`src/rtl/kgp_trace_pkg.sv`:
```
// kgp_trace_pkg: shared state encodings, trigger modes and trace entry layout for kgp_trace_buffer.
// Entry width depends on KGP_TRACE_TIMESTAMP_EN (timestamp stored as the entry MSBs when defined).
package kgp_trace_pkg;

    typedef enum logic [1:0] {
        ST_IDLE    = 2'd0,
        ST_ARMED   = 2'd1,
        ST_CAPTURE = 2'd2,
        ST_DONE    = 2'd3
    } state_t;

    localparam logic [1:0] TRIG_IMM  = 2'd0;
    localparam logic [1:0] TRIG_PC   = 2'd1;
    localparam logic [1:0] TRIG_LS   = 2'd2;
    localparam logic [1:0] TRIG_RSVD = 2'd3;

`ifdef KGP_TRACE_TIMESTAMP_EN
    localparam bit TS_EN = 1'b1;
`else
    localparam bit TS_EN = 1'b0;
`endif

    // Entry layout, LSB first: alu_out, instr, pc, ls_signal, flags[2:0], then optional timestamp.
    function automatic int entry_w(input int data_w, input int ts_w);
        return (TS_EN ? ts_w : 0) + 4 + 3 * data_w;
    endfunction

    function automatic int off_instr(input int data_w);
        return data_w;
    endfunction

    function automatic int off_pc(input int data_w);
        return 2 * data_w;
    endfunction

    function automatic int off_ls(input int data_w);
        return 3 * data_w;
    endfunction

    function automatic int off_flags(input int data_w);
        return 3 * data_w + 1;
    endfunction

    function automatic int off_ts(input int data_w);
        return 3 * data_w + 4;
    endfunction

endpackage

```
`src/rtl/kgp_trace_ram.sv`:
```
// kgp_trace_ram: simple dual-port trace storage, one write port and one registered read port (1-cycle latency).
module kgp_trace_ram #(
    parameter int DEPTH = 16,
    parameter int W = 100,
    localparam int AW = $clog2(DEPTH)
) (
    input  logic          clk,
    input  logic          rst,
    input  logic          we,
    input  logic [AW-1:0] waddr,
    input  logic [W-1:0]  wdata,
    input  logic          re,
    input  logic [AW-1:0] raddr,
    output logic [W-1:0]  rdata
);

    logic [W-1:0] mem [DEPTH];

    // Storage array; contents are don't-care after reset.
    always_ff @(posedge clk) begin
        if (we) mem[waddr] <= wdata;
    end

    // Registered read data holds its value between reads and clears on reset.
    always_ff @(posedge clk or posedge rst) begin
        if (rst) rdata <= '0;
        else if (re) rdata <= mem[raddr];
    end

endmodule

```
`src/rtl/kgp_trace_buffer.sv`:
```
// kgp_trace_buffer: triggered circular execution-trace capture with pop-based readout.
// Define KGP_TRACE_TIMESTAMP_EN to add a free-running timestamp to every stored entry.
module kgp_trace_buffer
    import kgp_trace_pkg::*;
#(
    parameter int DATA_W = 32,
    parameter int DEPTH = 16,
    parameter int POST_DEPTH = 8,
    parameter int TS_W = 16,
    localparam int ENTRY_W = entry_w(DATA_W, TS_W),
    localparam int AW = $clog2(DEPTH),
    localparam int CW = $clog2(DEPTH + 1)
) (
    input  logic               clk,
    input  logic               rst,
    input  logic               sample_valid,
    input  logic [DATA_W-1:0]  pc,
    input  logic [DATA_W-1:0]  instr,
    input  logic [DATA_W-1:0]  alu_out,
    input  logic [2:0]         flags,
    input  logic               ls_signal,
    input  logic               arm,
    input  logic [1:0]         trig_mode,
    input  logic [DATA_W-1:0]  trig_pc,
    input  logic               rd_req,
    output logic               rd_valid,
    output logic [ENTRY_W-1:0] rd_data,
    output logic               rd_empty,
    output logic [CW-1:0]      count,
    output logic [1:0]         state,
    output logic               wrapped
);

    if (DEPTH < 4 || (DEPTH & (DEPTH - 1)) != 0) begin : g_bad_depth
        $error("kgp_trace_buffer: DEPTH must be a power of two >= 4");
    end
    if (POST_DEPTH < 0 || POST_DEPTH >= DEPTH) begin : g_bad_post
        $error("kgp_trace_buffer: POST_DEPTH must be in 0..DEPTH-1");
    end

    state_t        cur, nxt;
    logic [AW-1:0] wr_ptr, rd_ptr, wr_n, rd_n;
    logic [CW-1:0] cnt_n;
    logic [AW-1:0] post, post_n;
    logic          wrap_n, we, re, hit;
    logic [ENTRY_W-1:0] wdata;

`ifdef KGP_TRACE_TIMESTAMP_EN
    logic [TS_W-1:0] ts;

    // Free-running timestamp, wraps naturally.
    always_ff @(posedge clk or posedge rst) begin
        if (rst) ts <= '0;
        else ts <= ts + 1'b1;
    end

    assign wdata = {ts, flags, ls_signal, pc, instr, alu_out};
`else
    assign wdata = {flags, ls_signal, pc, instr, alu_out};
`endif

    assign hit = (trig_mode == TRIG_IMM) ||
                 (trig_mode == TRIG_PC && pc == trig_pc) ||
                 (trig_mode == TRIG_LS && ls_signal);

    assign state    = cur;
    assign rd_empty = (count == '0);

    // Next-state logic: arm wins, then sample capture in ARMED/CAPTURE, then pops in DONE.
    always_comb begin
        nxt    = cur;
        wr_n   = wr_ptr;
        rd_n   = rd_ptr;
        cnt_n  = count;
        wrap_n = wrapped;
        post_n = post;
        we     = 1'b0;
        re     = 1'b0;
        if (arm) begin
            nxt    = ST_ARMED;
            wr_n   = '0;
            rd_n   = '0;
            cnt_n  = '0;
            wrap_n = 1'b0;
            post_n = '0;
        end else if ((cur == ST_ARMED || cur == ST_CAPTURE) && sample_valid) begin
            we   = 1'b1;
            wr_n = wr_ptr + 1'b1;
            if (count == CW'(DEPTH)) begin
                rd_n   = rd_ptr + 1'b1;
                wrap_n = 1'b1;
            end else begin
                cnt_n = count + 1'b1;
            end
            if (cur == ST_ARMED && hit) begin
                post_n = AW'(POST_DEPTH);
                nxt    = (POST_DEPTH == 0) ? ST_DONE : ST_CAPTURE;
            end else if (cur == ST_CAPTURE) begin
                post_n = post - 1'b1;
                nxt    = (post == AW'(1)) ? ST_DONE : ST_CAPTURE;
            end
        end else if (cur == ST_DONE && rd_req && count != '0) begin
            re    = 1'b1;
            rd_n  = rd_ptr + 1'b1;
            cnt_n = count - 1'b1;
        end
    end

    // Control state registers.
    always_ff @(posedge clk or posedge rst) begin
        if (rst) begin
            cur      <= ST_IDLE;
            wr_ptr   <= '0;
            rd_ptr   <= '0;
            count    <= '0;
            wrapped  <= 1'b0;
            post     <= '0;
            rd_valid <= 1'b0;
        end else begin
            cur      <= nxt;
            wr_ptr   <= wr_n;
            rd_ptr   <= rd_n;
            count    <= cnt_n;
            wrapped  <= wrap_n;
            post     <= post_n;
            rd_valid <= re;
        end
    end

    kgp_trace_ram #(
        .DEPTH(DEPTH),
        .W    (ENTRY_W)
    ) u_ram (
        .clk  (clk),
        .rst  (rst),
        .we   (we),
        .waddr(wr_ptr),
        .wdata(wdata),
        .re   (re),
        .raddr(rd_ptr),
        .rdata(rd_data)
    );

endmodule
```
`config.mk`:
```
export PLATFORM = sky130hd
export DESIGN_NAME = kgp_trace_buffer
export DESIGN_NICKNAME = d
export VERILOG_FILES = /design/src/rtl/kgp_trace_pkg.sv /design/src/rtl/kgp_trace_ram.sv /design/src/rtl/kgp_trace_buffer.sv
export SDC_FILE = /design/constraint.sdc
export NUM_CORES = 2
export LEC_CHECK = 0
export ABC_CLOCK_PERIOD_IN_PS = 9100
export CORE_UTILIZATION = 40
export CTS_CLUSTER_SIZE = 30
export DETAILED_ROUTE_END_ITERATION = 12
export GPL_TIMING_DRIVEN = 0
export SLEW_MARGIN = 20
export SYNTH_ARGS = -nofsm -noshare
export SYNTH_HDL_FRONTEND = slang
export SYNTH_SLANG_ARGS = --single-unit
export TNS_END_PERCENT = 1
```
`constraint.sdc`:
```
create_clock -name clk -period 9.1 [get_ports clk]
set_clock_uncertainty 0.15 [all_clocks]
set_input_delay 0.91 -clock clk [delete_from_list [all_inputs] [get_ports clk]]
set_output_delay 0.91 -clock clk [all_outputs]
set_load 0.03 [all_outputs]
```
==> summary.md <==
| Metric | Value |
|---|---|
| Vias in the first global route | `31900` |
| First-pass GRT wire length | `about 240000 µm` |
| # setup viols final | `0` |
| Req. time, crit path | `9410 ps` |
| Final Slew Violations | `0` |
| Critical-path top delay cell | `nor4_1` |
| Post-synth EDFFs | `1600` |
| Total number of H-tree levels | `4` |
| Crit end category | `flip-flop` |
| # DRC | `0` |
| Fraction of layout cells with a size suffix above 1 | `30.0%` |
| Critical path buffers and inverters | `5` |
| Crit-path cells | `inv_1, ha_1, nor2b_1, inv_1, clkbuf_1, nor4_1, and2_4, buf_16, buf_16` |
| Port buffer count | `248` |
| Area contributors post-synth | `edfxtp_1, mux4_2, dfrtp_1` |
| Die X-Extent | `407 µm` |
| Core Rows | `approximately 150` |
| Starting DRT DRC Count | `3902` |
| Final hold vios | `0` |
| GRT overflow | `0` |
| Initial antenna violation count | `20` |
| WL per Instance | `31.4 µm` |
| Power Density | `263 nW/µm²` |
| Clock sinks | `about 1700` |
| Area Overhead vs Synth | `18.3%` |
| Arrival time at the worst endpoint | `roughly 5000 ps` |
| Fin crit period | `between 4000 and 5000 ps` |
| All-Layer GR Usage | `20.8%` |
| Routability congestion estimate | `0.753` |
| Ys Warns | `0` |
| Max-Cap Viols | `0` |
| Mapped Avg Cell Area | `24.9 µm²` |
| FFs w/ async S/R, synth | `between 7 and 8%` |
| CTS hold repair buffers | `0` |
| CTS buffer count | `roughly 170` |
| Clock latency on the worst-skew pair | `800 ps` |
| HPWL Detailed | `roughly 100000 µm` |
| Syn Nets | `2784` |
| Cts repair resizes | `0` |
| CTS Buffer Depth | `3` |
| Outcome | `complete, no violations` |
| Dpl ws | `3970 ps` |
| Yosys top cell area share | `73.3%` |
| Total wire length | `171000 µm` |
| IO Pins | `249` |
| HP Class | `flip-flop to flip-flop` |
| Delay-heaviest family, CP | `simple AND/OR/NAND/NOR gates` |
| Slew headroom | `32.1%` |
| Via Count | `around 30000` |
| Antenna Nets Post-Route | `0` |
| CP max stage delay | `700 ps` |
| Top cell type by total area after synthesis | `edfxtp_1` |
| Peak Freq | `213 MHz` |
| Largest net degree at the start of global routing | `65` |
| Top FF cell, synth | `edfxtp_1` |
| Post-synthesis instance area | `65500 µm²` |
| DIE AREA | `~170000 µm²` |
| Crit Path Max Fanout | `31` |
| #FFs+latches synth | `1721` |
| Worst-Margin Slew | `1020 ps` |
| DRT Pass-1 Iters | `6` |
| Most frequent cells in the layout | `edfxtp_1, mux4_2, clkdlybuf4s50_1` |
| Postcts setup bufs | `0` |
| Seq/Total Area, Yosys | `77.9%` |
| Vias per std cell | `5.60` |
| Layout Nets | `3258` |
| TritonCTS clock tree | `built` |
| Unrepaired setup endpoints after global routing | `false` |
| Core Area | `163000 µm²` |
| Crit path kind | `flip-flop to flip-flop` |
| Syn Inst Count | `2631` |
| Power, Total | `20.4 mW` |
| Leakage | `24.2 nW` |
| Maximum vdd drop | `between 0.2 and 0.25 mV` |
| Commonest non-fill, non-tap cell in the layout | `edfxtp_1` |
| Initial Util | `between 40% and 50%` |
| Die H | `407 µm` |
| Startpoint types | `flip-flop` |
| Synth cell types | `42` |
| Root buf cell | `clkbuf_16` |
| Clk slew on worst S/H paths | `70 ps` |
| Tcrit/Tclk final | `51.7%` |
| PnR worst setup slack | `4400 ps` |
-- cells in the mapped netlist, types with 2 or more instances --
master / n
buf_2: 5
mux2i_1: 2
nor4_1: 8
ha_1: 13
mux2_2: 100
inv_1: 14
nor2_1: 19
o32ai_1: 2
a2111oi_0: 2
buf_6: 40
nor3_1: 3
buf_8: 3
nand2_1: 13
nand4_1: 3
o221a_2: 2
xor2_1: 23
nand3_1: 4
xnor2_1: 13
edfxtp_1: 1600
o21ai_0: 2
nand2b_1: 2
buf_1: 25
and2_1: 17
a21oi_1: 12
mux4_2: 501
nor2b_1: 7
nor4b_1: 4
and3_1: 2
nor3b_1: 2
a211oi_1: 2
clkbuf_1: 54
a21o_1: 2
dfrtp_1: 121
-- worst register-to-register path: cells and delay by family (launching register included) --
family                   cells  cell delay, ps
adder cells (fa/ha/maj)      1             300
flip-flops                   1             570
AND/OR/NAND/NOR              3            1940
buffers and inverters        5            1360
-- power breakdown --
group          switching [mW]  leakage [nW]  internal [mW]
combinational            2.24          5.50           2.22
sequential              0.204          16.0           8.93
clock                    2.88          2.65           3.94
-- path summary, 6_finish.rpt --
check,cells past startpoint,slack (ps),to,startpoint
min in group asynchronous,2,450,u_ram.rdata[81],rst
max,9,4400,u_ram.mem[2][6],state[0]
min reg2reg,1,350,u_ram.rdata[97],u_ram.rdata[97]
min,1,350,u_ram.rdata[97],u_ram.rdata[97]
max reg2reg,9,4400,u_ram.mem[2][6],state[0]
max in group asynchronous,3,7460,u_ram.rdata[32],rst
-- flip-flops by register name, indices dropped and copies added (netlist names) --
name         count
post             4
rd_valid         1
u_ram.rdata    100
rd_ptr           4
wr_ptr           4
u_ram.mem     1600
state            2
wrapped          1
count            5
-- metrics by stage --
| stage | area, µm² | setup TNS (ps) | hold WS, ps | util (%) | cells |
|---|---|---|---|---|---|
| finish | 77500 | 0 | 354 | 47.6 | 5427 |
| global route | 77500 | 0 | 374 | 47.6 | 5425 |
| CTS | 77500 | 0 | 362 | 47.6 | 5424 |
| detailed placement | 72100 | 0 | 346 | 44.3 | 5107 |
| global placement | 70700 | -578330 | 348 | 43.5 | 5054 |
| floorplan | 65500 | 0 | 406 | - | 2631 |
-- kinds of logic (layout without fill, tap and decap cells) --
logic type / after synthesis / in the layout / share of synthesized area, %
simple gates: 86 / 86 / 0.706
flops: 1721 / 1721 / 77.9
other cells: 0 / 3 / 0
buf+inv: 141 / 759 / 1.33
mux: 603 / 603 / 19.0
xor+xnor: 36 / 36 / 0.481
fa+ha+maj: 14 / 14 / 0.279
compound gates: 30 / 30 / 0.317
-- area by class of cell --
class	count	area, µm²
Buffer	127	836
Antenna cell	3	7.51
Timing Repair Buffer	301	3740
Clock inverter	71	636
Fill cell	12900	85300
Sequential cell	1721	51100
Inverter	14	60.1
Clock buffer	246	4790
Tap cell	2175	2720
Multi-Input combinational cell	769	13600
-- per-layer routing --
metal | GRT usage (%) | vias to the layer above | share of wire, %
met1 | 26.7 | 16500 | 39
met4 | 5.65 | 24 | 2.5
li1 | - | 12300 | -
met3 | 5.27 | 279 | 7.7
met5 | 0 | - | 0.091
met2 | 35.3 | 1251 | 51
Power figures use the tool's default switching activity.
